[src/rtl/adder_pkg.sv]
// Shared constants, operation encoding and stage-1 payload type for the
// pipelined carry-select adder.
package adder_pkg;

    localparam int DEF_WIDTH = 32;
    localparam int DEF_BLK   = 8;

    typedef enum logic {
        OP_ADD = 1'b0,
        OP_SUB = 1'b1
    } op_e;

    // Sign bits carried beside the partial sums so stage 2 can form overflow
    typedef struct packed {
        logic sign_a;
        logic sign_b;
    } s1_meta_t;

endpackage

[src/rtl/select_block.sv]
// One carry-select slice: the same BLK-bit operands added twice, once
// assuming carry-in 0 and once assuming carry-in 1.
module select_block #(
    parameter int BLK = 8
) (
    input  logic [BLK-1:0] a,
    input  logic [BLK-1:0] b,
    output logic [BLK-1:0] sum0,
    output logic [BLK-1:0] sum1,
    output logic           c0,
    output logic           c1
);

    assign {c0, sum0} = {1'b0, a} + {1'b0, b};
    assign {c1, sum1} = {1'b0, a} + {1'b0, b} + {{BLK{1'b0}}, 1'b1};

endmodule

[src/rtl/pipelined_select_adder.sv]
// Two-stage valid/ready carry-select adder/subtractor with overflow flag.
// Optional saturation of s on overflow: define PIPELINED_SELECT_ADDER_SAT_EN.
module pipelined_select_adder
    import adder_pkg::*;
#(
    parameter int WIDTH = DEF_WIDTH,
    parameter int BLK   = DEF_BLK
) (
    input  logic             clk,
    input  logic             rst_n,
    input  logic             in_valid,
    output logic             in_ready,
    input  logic [WIDTH-1:0] a,
    input  logic [WIDTH-1:0] b,
    input  logic             cin,
    input  logic             sub,
    output logic             out_valid,
    input  logic             out_ready,
    output logic [WIDTH-1:0] s,
    output logic             cout,
    output logic             of
);

    localparam int NBLK = WIDTH / BLK;

    logic [WIDTH-1:0] b_eff;
    logic             cin_eff;
    logic [BLK:0]     lo_sum;
    logic [WIDTH-1:BLK] hi_sum0;
    logic [WIDTH-1:BLK] hi_sum1;
    logic [NBLK-1:1]    hi_c0;
    logic [NBLK-1:1]    hi_c1;

    always_comb begin
        b_eff   = (op_e'(sub) == OP_SUB) ? ~b : b;
        cin_eff = (op_e'(sub) == OP_SUB) ? 1'b1 : cin;
    end

    // Block 0 sees the real carry-in, so only one sum is needed
    assign lo_sum = {1'b0, a[BLK-1:0]} + {1'b0, b_eff[BLK-1:0]} + {{BLK{1'b0}}, cin_eff};

    for (genvar k = 1; k < NBLK; k++) begin : g_blk
        select_block #(
            .BLK (BLK)
        ) u_blk (
            .a    (a[k*BLK +: BLK]),
            .b    (b_eff[k*BLK +: BLK]),
            .sum0 (hi_sum0[k*BLK +: BLK]),
            .sum1 (hi_sum1[k*BLK +: BLK]),
            .c0   (hi_c0[k]),
            .c1   (hi_c1[k])
        );
    end

    logic vld_p1;
    logic vld_p2;
    logic s2_free;

    assign s2_free  = !vld_p2 || out_ready;
    assign in_ready = rst_n && (!vld_p1 || s2_free);

    // ---- stage 1: block-local sums for both carry assumptions ----
    logic [BLK-1:0]     lo_sum_p1;
    logic               lo_c_p1;
    logic [WIDTH-1:BLK] hi_sum0_p1;
    logic [WIDTH-1:BLK] hi_sum1_p1;
    logic [NBLK-1:1]    hi_c0_p1;
    logic [NBLK-1:1]    hi_c1_p1;
    s1_meta_t           meta_p1;

    always_ff @(posedge clk) begin
        if (!rst_n) begin
            vld_p1 <= 1'b0;
        end else if (in_ready) begin
            vld_p1 <= in_valid;
        end
    end

    always_ff @(posedge clk) begin
        if (in_ready && in_valid) begin
            lo_sum_p1      <= lo_sum[BLK-1:0];
            lo_c_p1        <= lo_sum[BLK];
            hi_sum0_p1     <= hi_sum0;
            hi_sum1_p1     <= hi_sum1;
            hi_c0_p1       <= hi_c0;
            hi_c1_p1       <= hi_c1;
            meta_p1.sign_a <= a[WIDTH-1];
            meta_p1.sign_b <= b_eff[WIDTH-1];
        end
    end

`ifdef PIPELINED_SELECT_ADDER_SAT_EN
    function automatic logic [WIDTH-1:0] saturate(
        input logic [WIDTH-1:0] raw,
        input logic             ovf,
        input logic             neg
    );
        if (!ovf) begin
            return raw;
        end
        return neg ? {1'b1, {(WIDTH-1){1'b0}}} : {1'b0, {(WIDTH-1){1'b1}}};
    endfunction
`endif

    logic signed [WIDTH-1:0] s_raw;
    logic [WIDTH-1:0]        s_fin;
    logic                    carry;
    logic                    of_raw;

    // Select chain ripples one mux per block from block 0 upward
    always_comb begin
        s_raw          = '0;
        carry          = lo_c_p1;
        s_raw[BLK-1:0] = lo_sum_p1;
        for (int k = 1; k < NBLK; k++) begin
            s_raw[k*BLK +: BLK] = carry ? hi_sum1_p1[k*BLK +: BLK] : hi_sum0_p1[k*BLK +: BLK];
            carry               = carry ? hi_c1_p1[k] : hi_c0_p1[k];
        end
        of_raw = (meta_p1.sign_a == meta_p1.sign_b) && (s_raw[WIDTH-1] != meta_p1.sign_a);
`ifdef PIPELINED_SELECT_ADDER_SAT_EN
        s_fin  = saturate(s_raw, of_raw, meta_p1.sign_a);
`else
        s_fin  = s_raw;
`endif
    end

    // ---- stage 2: resolved result, held while the consumer stalls ----
    logic [WIDTH-1:0] s_p2;
    logic             cout_p2;
    logic             of_p2;

    always_ff @(posedge clk) begin
        if (!rst_n) begin
            vld_p2  <= 1'b0;
            s_p2    <= '0;
            cout_p2 <= 1'b0;
            of_p2   <= 1'b0;
        end else if (s2_free) begin
            vld_p2 <= vld_p1;
            if (vld_p1) begin
                s_p2    <= s_fin;
                cout_p2 <= carry;
                of_p2   <= of_raw;
            end
        end
    end

    assign out_valid = vld_p2;
    assign s         = s_p2;
    assign cout      = cout_p2;
    assign of        = of_p2;

endmodule

[config.mk]
export PLATFORM = sky130hd
export DESIGN_NAME = pipelined_select_adder
export DESIGN_NICKNAME = d
export VERILOG_FILES = /design/src/rtl/adder_pkg.sv /design/src/rtl/select_block.sv /design/src/rtl/pipelined_select_adder.sv
export SDC_FILE = /design/constraint.sdc
export NUM_CORES = 1
export LEC_CHECK = 0
export ABC_AREA = 1
export BUFFER_PORTS_ARGS = -buffer_cell sky130_fd_sc_hd__buf_2
export CAP_MARGIN = 40
export CORE_MARGIN = 8
export CORE_UTILIZATION = 52
export CTS_BUF_LIST = sky130_fd_sc_hd__clkbuf_2 sky130_fd_sc_hd__clkbuf_4 sky130_fd_sc_hd__clkbuf_8
export DETAILED_ROUTE_END_ITERATION = 10
export GPL_ROUTABILITY_DRIVEN = 0
export PLACE_DENSITY = 0.84
export RECOVER_POWER = 50
export SLEW_MARGIN = 20
export SYNTH_ARGS = -nofsm -noshare
export SYNTH_HDL_FRONTEND = slang
export SYNTH_SLANG_ARGS = --single-unit
[constraint.sdc]
create_clock -name clk -period 7.1 [get_ports clk]
set_input_delay 1.42 -clock clk [delete_from_list [all_inputs] [get_ports clk]]
set_output_delay 1.42 -clock clk [all_outputs]
set_load 0.01 [all_outputs]
==> flow_summary.yaml <==
placed_design:
  post-place-cells: 957
  placement.cell_area_um2: 6970
  hpwlAfterDp_mm: 9.86
  place.port_buffers: 105
finish:
  num_antenna_cells: 0
  area_growth_pct: 11.3
  final_common_cell: "nand2_1"
  fin_nets: 933
  final_design_area_no_fill_um2: 7030
  post-route-util_pct: 58.8
  most_used_cells_in_the_layout_excluding_fill_and_tap_cells: "168 x nand2_1, 89 x inv_1, 68 x buf_2"
  post_route_cells_drive_above_1_share_pct: 20.6
  stdcell_count: 973
grt:
  grt.overflow.total: 0
  largest_net_degree_at_the_start_of_global_routing: 66
  vias_in_the_first_global_route: 4625
  global_route_wire_length_before_repair_mm: 20.8
  gr-usage-all-layers_pct: 15.9
  antenna_found_initial: 1
sta:
  report.final.setup_viol: 0
  final-max-slew-violation-count: 85
  post_layout_minimum_cycle_time_ns: 4.86
  max_slew_headroom_pct: -41.9
  setup_total_negative_slack_ns: 0
  fmaxAchievable_ghz: 0.206
  setup_repair_after_global_routing_missed_its_margin: "false"
  clock_skew_ns: 0.0111
  final_hold_violation_count: 0
  worst_slew_pin_slew_ns: 2.13
  timing.final.crit_share_pct: 68.4
power:
  vdd_ir_max_mv: 0.0932
  report.power.total_w: 0.00152
  p_leak_nw: 3.35
  power.density_nw_per_um2: 216
clocking:
  total_of_hold_buffers_inserted_after_clock_tree_synthesis: 0
  cts.root.buffer_cell: "clkbuf_8"
  clock-sinks: 101
  clkSlewWorstSetupHoldPaths_ns: 0.09
  clock_insertion_delay_worst_skew_ns: 0.37
  cts_resized: 0
  postCtsSetupRepairBufs: 0
  clockBufferDepth: 2
  cts_htree_levels: 3
  numCtsBuffers: 9
  cts_tree: "yes"
run_status:
  run_status: "finished, violations left"
  failing_checks: "capacitance limit, slew limit"
drt:
  num_vias: 4779
  drt_pass1_iterations: 5
  first_iter_violations: 277
  route.final.wire_length_mm: 12.4
  antenna_left: 0
  drc: 0
  detail_route.wl_per_cell_um: 12.8
  vias_per_cell: 4.91
synthesis:
  yosys_warnings: 0
  cells_after_synthesis: 718
  yosys_register_bits: 101
  syn_avg_cell_area_um2: 8.80
  syn_area_um2: 6320
  synth.distinct_cells: 36
  synth.yosys.seq_area_share_pct: 42.3
  synth.net_count: 830
floorplan:
  fp.dieArea_um2: 15900
  rows: 40
  pin_count: 106
  start_util_pct: 52.8
  die_h_um: 126
  coreArea_um2: 12000
  die_w_um: 126
worst_hold_path:
  holdPathEnd: "s[6]$_SDFFE_PN0P_"
  hold_path.startpoint: "s[6]$_SDFFE_PN0P_"
  min_path_cells: 2
  hp-class: "flip-flop to flip-flop"
critical_path:
  timing.critical_path.from_type: "primary input"
  cp_data_required_time_ns: 7.22
  reg2reg_depth: 7
  timing.rr.start: "out_valid$_SDFFE_PN0N_"
  ff2ff_setup_slack_ns: 3.87
  timing.setup.critical_path_class: "primary input to flip-flop"
  critPathCaptureType: "flip-flop"
  timing.critical_path.fanout_max: 17
  r2r_end: "s[19]$_SDFFE_PN0P_"
  worst_ep_arrival_time_ns: 4.98
flow_run:
  drv_cap: 2
-- cells in the mapped netlist, drive strengths merged --
cell type | n | area share (%)
o211ai | 19 | 3.0
clkinv | 1 | 0.059
nor2 | 46 | 3.2
xor2 | 44 | 6.1
clkbuf | 3 | 0.18
inv | 108 | 6.5
nand4 | 10 | 0.99
nor3 | 1 | 0.16
or2 | 1 | 0.099
o21ai | 20 | 1.6
nand3b | 2 | 0.24
fa | 5 | 1.6
dfxtp | 36 | 11
nand3 | 59 | 5.7
edfxtp | 65 | 31
xnor2 | 8 | 1.1
a31oi | 11 | 1.1
buf | 13 | 1.4
a21oi | 20 | 1.7
nand2 | 209 | 16
ha | 37 | 7.3
-- logic make-up (layout without fill, tap and decap cells) --
logic type | count (synthesis) | in the layout | share of synthesized area [%]
compound gates | 70 | 70 | 7.35
xor+xnor | 52 | 52 | 7.21
fa+ha+maj | 42 | 42 | 8.91
buf+inv | 125 | 233 | 8.22
flops | 101 | 101 | 42.3
simple gates | 328 | 328 | 26.0
-- sequential cells by signal, indices dropped and copies added, names as in the netlist --
name / cells
s: 32
hi_sum0_p1: 24
hi_sum1_p1: 24
lo_sum_p1: 8
hi_c0_p1: 3
hi_c1_p1: 3
meta_p1: 2
cout: 1
lo_c_p1: 1
of: 1
out_valid: 1
vld_p1: 1
-- final cells by class --
type	count	area (µm²)
clock buffer	10	138
clock inverter	6	46.3
fill	1086	4930
inverter	109	417
multi-input combinational	492	3080
sequential	101	2670
tap	147	184
timing repair buffer	108	494
-- stage by stage --
stage / hold WS (ns) / setup WS [ns]
5_1_grt: 0.533 / 1.93
4_1_cts: 0.487 / 3.29
6_report: 0.487 / 2.24
2_1_floorplan: 0.469 / 1.99
3_5_place_dp: 0.466 / 2.95
3_3_place_gp: 0.456 / 2.92
-- critical path: stages --
cell and delay (ns):
clkbuf_1 0.79, clkbuf_1 0.92, xor2_1 0.21, ha_1 0.22
inv_1 0.06, fa_1 0.42, inv_1 0.09, ha_1 0.16
inv_1 0.04, nor2_1 0.17, nand3_1 0.11, nor2_2 0.14
nand2_1 0.08, nand2_1 0.06, nand2_1 0.07
-- worst max-delay path by stage --
stage                                  to  slack, ns  start  cells after the start
floorplan           hi_c0_p1[1]$_DFFE_PP_       1.99  rst_n                      4
global placement    hi_c1_p1[3]$_DFFE_PP_       2.92    sub                     14
detailed placement  hi_c1_p1[1]$_DFFE_PP_       2.95    sub                     15
CTS                              in_ready       3.29  rst_n                      4
global route        hi_c1_p1[1]$_DFFE_PP_       1.93    sub                     15
finish              hi_c1_p1[1]$_DFFE_PP_       2.24    sub                     15
-- metal layers --
metal	up-vias	GRT usage, %	share of wire (%)
met5	-	0	0.10
met4	2	5.66	1.1
met3	11	4.30	5.8
met2	104	25.6	45
met1	2126	20.0	48
li1	2536	-	-
-- power breakdown --
group	switching, W	internal, W
Combinational	0.000293	0.000167
Clock	0.000196	0.000139
Sequential	0.0000220	0.000705
Total	0.000511	0.00101
Note: power is estimated with default switching activity, not from simulation.
